===== src/rtl/pipelined_segment_adder_if.sv =====
// Operand/result handshake bundle for pipelined_segment_adder.
// The sub signal and its modport entries exist only when ADD_SUB_EN is defined.
interface pipelined_segment_adder_if #(
    parameter int NUMBITS = 8
);
    logic               in_valid;
    logic               in_ready;
    logic [NUMBITS-1:0] A;
    logic [NUMBITS-1:0] B;
    logic               carryin;
`ifdef ADD_SUB_EN
    logic               sub;
`endif
    logic               out_valid;
    logic               out_ready;
    logic [NUMBITS-1:0] result;
    logic               carryout;
    logic               overflow;

`ifdef ADD_SUB_EN
    modport master (output in_valid, A, B, carryin, sub, out_ready,
                    input  in_ready, out_valid, result, carryout, overflow);
    modport slave  (input  in_valid, A, B, carryin, sub, out_ready,
                    output in_ready, out_valid, result, carryout, overflow);
`else
    modport master (output in_valid, A, B, carryin, out_ready,
                    input  in_ready, out_valid, result, carryout, overflow);
    modport slave  (input  in_valid, A, B, carryin, out_ready,
                    output in_ready, out_valid, result, carryout, overflow);
`endif
endinterface


===== src/rtl/pipelined_segment_adder.sv =====
// Pipelined segment adder: one SEGBITS slice per stage, carry registered between stages,
// valid/ready flow control with collapsing bubbles. Optional subtract mode via ADD_SUB_EN.
module pipelined_segment_adder #(
    parameter int NUMBITS = 8,
    parameter int SEGBITS = 4
) (
    input  logic                     clk,
    input  logic                     reset,
    pipelined_segment_adder_if.slave bus
);
    localparam int STAGES = NUMBITS / SEGBITS;
    localparam int MSB    = NUMBITS - 1;
    localparam logic [NUMBITS-1:0] SEG_MASK = NUMBITS'({SEGBITS{1'b1}});

    if ((NUMBITS % SEGBITS) != 0 || STAGES < 1) begin : g_param_check
        $error("pipelined_segment_adder: NUMBITS must be a positive multiple of SEGBITS");
    end

    function automatic logic [SEGBITS:0] seg_add(input logic [SEGBITS-1:0] a,
                                                 input logic [SEGBITS-1:0] b,
                                                 input logic               cin);
        seg_add = {1'b0, a} + {1'b0, b} + {{SEGBITS{1'b0}}, cin};
    endfunction

    // Carry into the MSB is a^b^sum at that bit; overflow compares it with the carry out.
    function automatic logic signed_ovf(input logic a_msb, input logic b_msb,
                                        input logic sum_msb, input logic cout);
        signed_ovf = a_msb ^ b_msb ^ sum_msb ^ cout;
    endfunction

    logic [STAGES-1:0]  v_r;
    logic [STAGES-1:0]  c_r;
    logic [NUMBITS-1:0] a_r   [STAGES];
    logic [NUMBITS-1:0] b_r   [STAGES];
    logic [NUMBITS-1:0] sum_r [STAGES];
    logic               ovf_r;

    logic [STAGES-1:0]  rdy_s;
    logic [STAGES-1:0]  vin_s;
    logic [STAGES-1:0]  cin_s;
    logic [NUMBITS-1:0] a_in_s   [STAGES];
    logic [NUMBITS-1:0] b_in_s   [STAGES];
    logic [NUMBITS-1:0] sum_in_s [STAGES];
    logic [NUMBITS-1:0] sum_nx_s [STAGES];
    logic [SEGBITS:0]   seg_s    [STAGES];
    logic               ovf_nx_s;
    logic               sub_s;

`ifdef ADD_SUB_EN
    assign sub_s = bus.sub;
`else
    assign sub_s = 1'b0;
`endif

    // A stage may load when it, or any stage downstream of it, is empty or the consumer takes.
    always_comb begin
        logic full_v;
        full_v = 1'b1;
        for (int i = STAGES - 1; i >= 0; i--) begin
            full_v   = full_v & v_r[i];
            rdy_s[i] = bus.out_ready | ~full_v;
        end
    end

    for (genvar k = 0; k < STAGES; k++) begin : g_stage
        localparam int LO = k * SEGBITS;

        // Subtraction inverts B once at entry; the inverted operand then travels down the pipe.
        if (k == 0) begin : g_first
            assign vin_s[k]    = bus.in_valid;
            assign a_in_s[k]   = bus.A;
            assign b_in_s[k]   = sub_s ? ~bus.B : bus.B;
            assign cin_s[k]    = sub_s ? 1'b1 : bus.carryin;
            assign sum_in_s[k] = '0;
        end else begin : g_next
            assign vin_s[k]    = v_r[k-1];
            assign a_in_s[k]   = a_r[k-1];
            assign b_in_s[k]   = b_r[k-1];
            assign cin_s[k]    = c_r[k-1];
            assign sum_in_s[k] = sum_r[k-1];
        end

        assign seg_s[k]    = seg_add(a_in_s[k][LO +: SEGBITS], b_in_s[k][LO +: SEGBITS], cin_s[k]);
        assign sum_nx_s[k] = (sum_in_s[k] & ~(SEG_MASK << LO))
                           | (NUMBITS'(seg_s[k][SEGBITS-1:0]) << LO);

        if (k == STAGES - 1) begin : g_last
            assign ovf_nx_s = signed_ovf(a_in_s[k][MSB], b_in_s[k][MSB],
                                         sum_nx_s[k][MSB], seg_s[k][SEGBITS]);
        end

        // Stage register: advance on ready, load data only for a valid operation.
        always_ff @(posedge clk or negedge reset) begin
            if (!reset) begin
                v_r[k]   <= 1'b0;
                c_r[k]   <= 1'b0;
                a_r[k]   <= '0;
                b_r[k]   <= '0;
                sum_r[k] <= '0;
            end else if (rdy_s[k]) begin
                v_r[k] <= vin_s[k];
                if (vin_s[k]) begin
                    c_r[k]   <= seg_s[k][SEGBITS];
                    a_r[k]   <= a_in_s[k];
                    b_r[k]   <= b_in_s[k];
                    sum_r[k] <= sum_nx_s[k];
                end
            end
        end
    end

    // Overflow flag registered alongside the final stage.
    always_ff @(posedge clk or negedge reset) begin
        if (!reset) begin
            ovf_r <= 1'b0;
        end else if (rdy_s[STAGES-1] && vin_s[STAGES-1]) begin
            ovf_r <= ovf_nx_s;
        end
    end

    assign bus.in_ready  = rdy_s[0];
    assign bus.out_valid = v_r[STAGES-1];
    assign bus.result    = sum_r[STAGES-1];
    assign bus.carryout  = c_r[STAGES-1];
    assign bus.overflow  = ovf_r;
endmodule


===== src/flat_wrapper.sv =====
// flat-port wrapper written by rule: the top's interface ports become plain ports
module pipelined_segment_adder_flat 
#(
    parameter int NUMBITS = 8,
    parameter int SEGBITS = 4
)
  (clk, reset, bus_in_valid, bus_A, bus_B, bus_carryin, bus_out_ready, bus_in_ready, bus_out_valid, bus_result, bus_carryout, bus_overflow);
  pipelined_segment_adder_if #(.NUMBITS(NUMBITS)) bus_i ();
  input  logic clk;
  input  logic reset;
  input wire logic [$bits(bus_i.in_valid)-1:0] bus_in_valid;
  input wire logic [$bits(bus_i.A)-1:0] bus_A;
  input wire logic [$bits(bus_i.B)-1:0] bus_B;
  input wire logic [$bits(bus_i.carryin)-1:0] bus_carryin;
  input wire logic [$bits(bus_i.out_ready)-1:0] bus_out_ready;
  output wire logic [$bits(bus_i.in_ready)-1:0] bus_in_ready;
  output wire logic [$bits(bus_i.out_valid)-1:0] bus_out_valid;
  output wire logic [$bits(bus_i.result)-1:0] bus_result;
  output wire logic [$bits(bus_i.carryout)-1:0] bus_carryout;
  output wire logic [$bits(bus_i.overflow)-1:0] bus_overflow;
  assign bus_i.in_valid = bus_in_valid;
  assign bus_i.A = bus_A;
  assign bus_i.B = bus_B;
  assign bus_i.carryin = bus_carryin;
  assign bus_i.out_ready = bus_out_ready;
  assign bus_in_ready = bus_i.in_ready;
  assign bus_out_valid = bus_i.out_valid;
  assign bus_result = bus_i.result;
  assign bus_carryout = bus_i.carryout;
  assign bus_overflow = bus_i.overflow;
  pipelined_segment_adder #(.NUMBITS(NUMBITS), .SEGBITS(SEGBITS)) u_core (.clk(clk), .reset(reset), .bus(bus_i));
endmodule

===== config.mk =====
export PLATFORM = sky130hd
export DESIGN_NAME = pipelined_segment_adder_flat
export DESIGN_NICKNAME = d
export VERILOG_FILES = /design/src/rtl/pipelined_segment_adder_if.sv /design/src/rtl/pipelined_segment_adder.sv /design/src/flat_wrapper.sv
export SDC_FILE = /design/constraint.sdc
export NUM_CORES = 1
export LEC_CHECK = 0
export ABC_AREA = 1
export CORE_AREA = 2 2 63 50
export CTS_CLUSTER_DIAMETER = 30
export DETAILED_ROUTE_END_ITERATION = 7
export DIE_AREA = 0 0 65 52
export GPL_TIMING_DRIVEN = 0
export PLACE_DENSITY = 0.77
export SYNTH_ARGS = -nofsm -noshare
export SYNTH_HDL_FRONTEND = slang
export SYNTH_SLANG_ARGS = --single-unit

===== constraint.sdc =====
create_clock -name clk -period 1.85 [get_ports clk]
set_input_delay 0.37 -clock clk [delete_from_list [all_inputs] [get_ports clk]]
set_output_delay 0.37 -clock clk [all_outputs]
set_load 0.02 [all_outputs]

==> flow_metrics.tcl <==
set metrics [dict create \
    seq_area_frac_synth_pct 48.54 \
    post-cts-setup-buffers 0 \
    clk_latency_ns 0.27 \
    powerDensity_nw_per_um2 1098 \
    crit_chain "fa_1 > inv_1 > fa_1 > inv_1 > nand2_1 > nand2_1 > nand2_1 > nand2_1 > nand3_1 > nand2_1" \
    antenna_found_initial 0 \
    drtIter0Drc 88 \
    die_x_microns 65 \
    max_slew.worst_pin.slew_ns 1.081 \
    placementRows 17 \
    grt_use_total_pct 17.63 \
    avgViaCountPerCell 4.761 \
    diodes 0 \
    cp.required_ns 2.02 \
    drive_above_1_share_pct 5.978 \
    path_clk_slew_ns 0.08 \
    min_path_type "flip-flop to flip-flop" \
    root_buffer "clkbuf_8" \
    cp_max_fo 3 \
    yosysUniqueCellTypes 18 \
    hold_violations 0 \
    dieArea_sq_um 3380 \
    holdCritStartpoint "u_core.bus.result[6]" \
    dpl.hpwl_microns 2018 \
    finalWirelength_microns 2531 \
    synth_nets 179 \
    period_share_pct 91.88 \
    grt_pass1_vias 1080 \
    dp.cells 218 \
    max_freq_mhz 588.3 \
    crit_type "flip-flop to flip-flop" \
    slew_viol_final 0 \
    wl_per_cell_microns 11.40 \
    finalClockSkew_ns 0.002287 \
    crit_start "u_core.b_in_s[4]" \
    ant_nets 0 \
    r2r_start "u_core.b_in_s[4]" \
    worst_setup_path_start_kind "flip-flop" \
    grt_pass1_wl_microns 4547 \
    instances_no_fill 222 \
    vias 1057 \
    place.port_buffers 32 \
    cts_max_level 1 \
    ys_ff_latch 25 \
    nets 216 \
    cts_tree "done" \
    setup-violations-final 0 \
    status "finished clean" \
    grt_start_max_net_pins 26 \
    core_area_sq_um 2786 \
    synth_cells 148 \
    crit_slowest_cell "fa_1" \
    vdd_ir_drop_max_mv 0.3727 \
    relSlewSlack_pct 27.71 \
    fin_setup_tns_ns 0 \
    drv_cap 0 \
    cp.arrival_ns 1.87 \
    drc 0 \
    syn_area_sq_um 1289 \
    p_leak_nw 0.8671 \
    syn_area_per_cell_sq_um 8.708 \
    tritoncts.num_buffers 3 \
    cts.hold.buffers_added 0 \
    io_pins 33 \
    start_util_pct 46.25 \
    yosys_warnings 0 \
    max_stage_delay_ns 0.48 \
    cpMostUsedCell "nand2_1" \
    die_h_microns 52 \
    rsz0062_at_grt "false" \
    min_period_ns 1.700 \
    clockBufferDepth 2 \
    cts.repair.resized 1 \
    crit_path_end_kind "flip-flop" \
    gp_congestion 0.7953 \
    area_delta_synth_final_pct 31.94 \
    grt-ovfl-total 0 \
    first_pass_iters 4 \
    cts.sinks 25 \
]
## routing by layer
layer / global-route usage (%) / wire length (microns)
met5: 0 / 0
met4: 8.511 / 41
met3: 1.948 / 73
met2: 31.96 / 1294
met1: 21.10 / 1122
## through the flow
stage | area (sq um) | hold WS (ns) | worst slack, ns | util (%) | power, mW
floorplan | 1289 | 0.07441 | 0.2968 | - | 1.220
global placement | 1657 | 0.4584 | -0.1283 | 59.45 | 1.533
detailed placement | 1657 | 0.4659 | -0.1201 | 59.45 | 1.566
CTS | 1700 | 0.4923 | 0.1462 | 61.02 | 1.885
global route | 1700 | 0.5085 | 0.004634 | 61.02 | 1.998
finish | 1700 | 0.4865 | 0.1501 | 61.02 | 1.867
## cells by family after synthesis
logic type      share of synthesized area [%]
xor+xnor                                1.359
compound gates                          4.951
flops                                   48.54
buf+inv                                 6.020
fa+ha+maj                               12.04
simple gates                            27.09
## final cells by class
type	instances	area [sq um]
Clock buffer	4	45.04
Timing Repair Buffer	32	319.1
Multi-Input combinational cell	108	585.6
Buffer	3	30.03
Sequential cell	25	625.6
Fill cell	258	1086
Inverter	12	47.55
Tap cell	38	47.55
## worst max-delay path: cells and delay by family (launching register included)
family,cells,cell delay (ns)
adder cells (fa/ha/maj),2,0.68
AND/OR/NAND/NOR,6,0.36
flip-flops,1,0.41
buffers and inverters,2,0.16
## cell usage in the layout (no fill, tap or decap)
cell / Yosys / final
or2_1: 2 / 2
inv_1: 11 / 11
inv_4: 1 / 1
o21ai_1: 1 / 1
dlygate4sd2_1: 0 / 1
nor2_1: 2 / 2
xor2_1: 2 / 2
a21oi_1: 4 / 4
clkbuf_1: 0 / 1
nand3_2: 2 / 2
fa_1: 4 / 4
nand2_1: 70 / 70
ha_1: 6 / 6
dfrtp_1: 25 / 25
buf_6: 2 / 2
clkdlybuf4s50_1: 0 / 31
o21ai_0: 6 / 6
nand2_4: 1 / 1
clkbuf_8: 0 / 3
buf_4: 1 / 1
o21ai_2: 1 / 1
nand3_1: 7 / 7
## path summary, 6_finish.rpt
check	end	slack, ns	cells after the start
max	u_core.bus.overflow	0.15	10
min in group asynchronous	u_core.a_in_s[7]	0.68	1
max reg2reg	u_core.bus.overflow	0.15	10
min reg2reg	u_core.bus.result[6]	0.49	2
max in group asynchronous	u_core.bus.result[2]	0.52	1
min	u_core.bus.result[6]	0.49	2
## synthesized netlist by cell type
cell type	n	share of area (%)
o21ai_0	6	2.3
buf_6	2	1.7
or2_1	2	0.97
inv_4	1	0.49
fa_1	4	6.2
a21oi_1	4	1.6
o21ai_1	1	0.39
nand2_1	70	20
nor2_1	2	0.58
dfrtp_1	25	49
nand2_4	1	0.87
buf_4	1	0.58
nand3_2	2	1.6
nand3_1	7	2.7
o21ai_2	1	0.68
xor2_1	2	1.4
inv_1	11	3.2
ha_1	6	5.8
## sequential cells by signal (all words and copies together), names as in the netlist
register	count
u_core.bus.result	8
u_core.a_in_s	4
u_core.bus.overflow	1
u_core.bus.carryout	1
u_core.c_r	1
u_core.b_in_s	4
u_core.v_r	1
u_core.sum_in_s	4
u_core.bus.out_valid	1
## power breakdown
| group | internal [mW] | switching (mW) | total [mW] |
|---|---|---|---|
| clock network | 0.154 | 0.163 | 0.317 |
| logic | 0.358 | 0.410 | 0.767 |
| registers | 0.693 | 0.0893 | 0.782 |
Power figures use the tool's default switching activity.
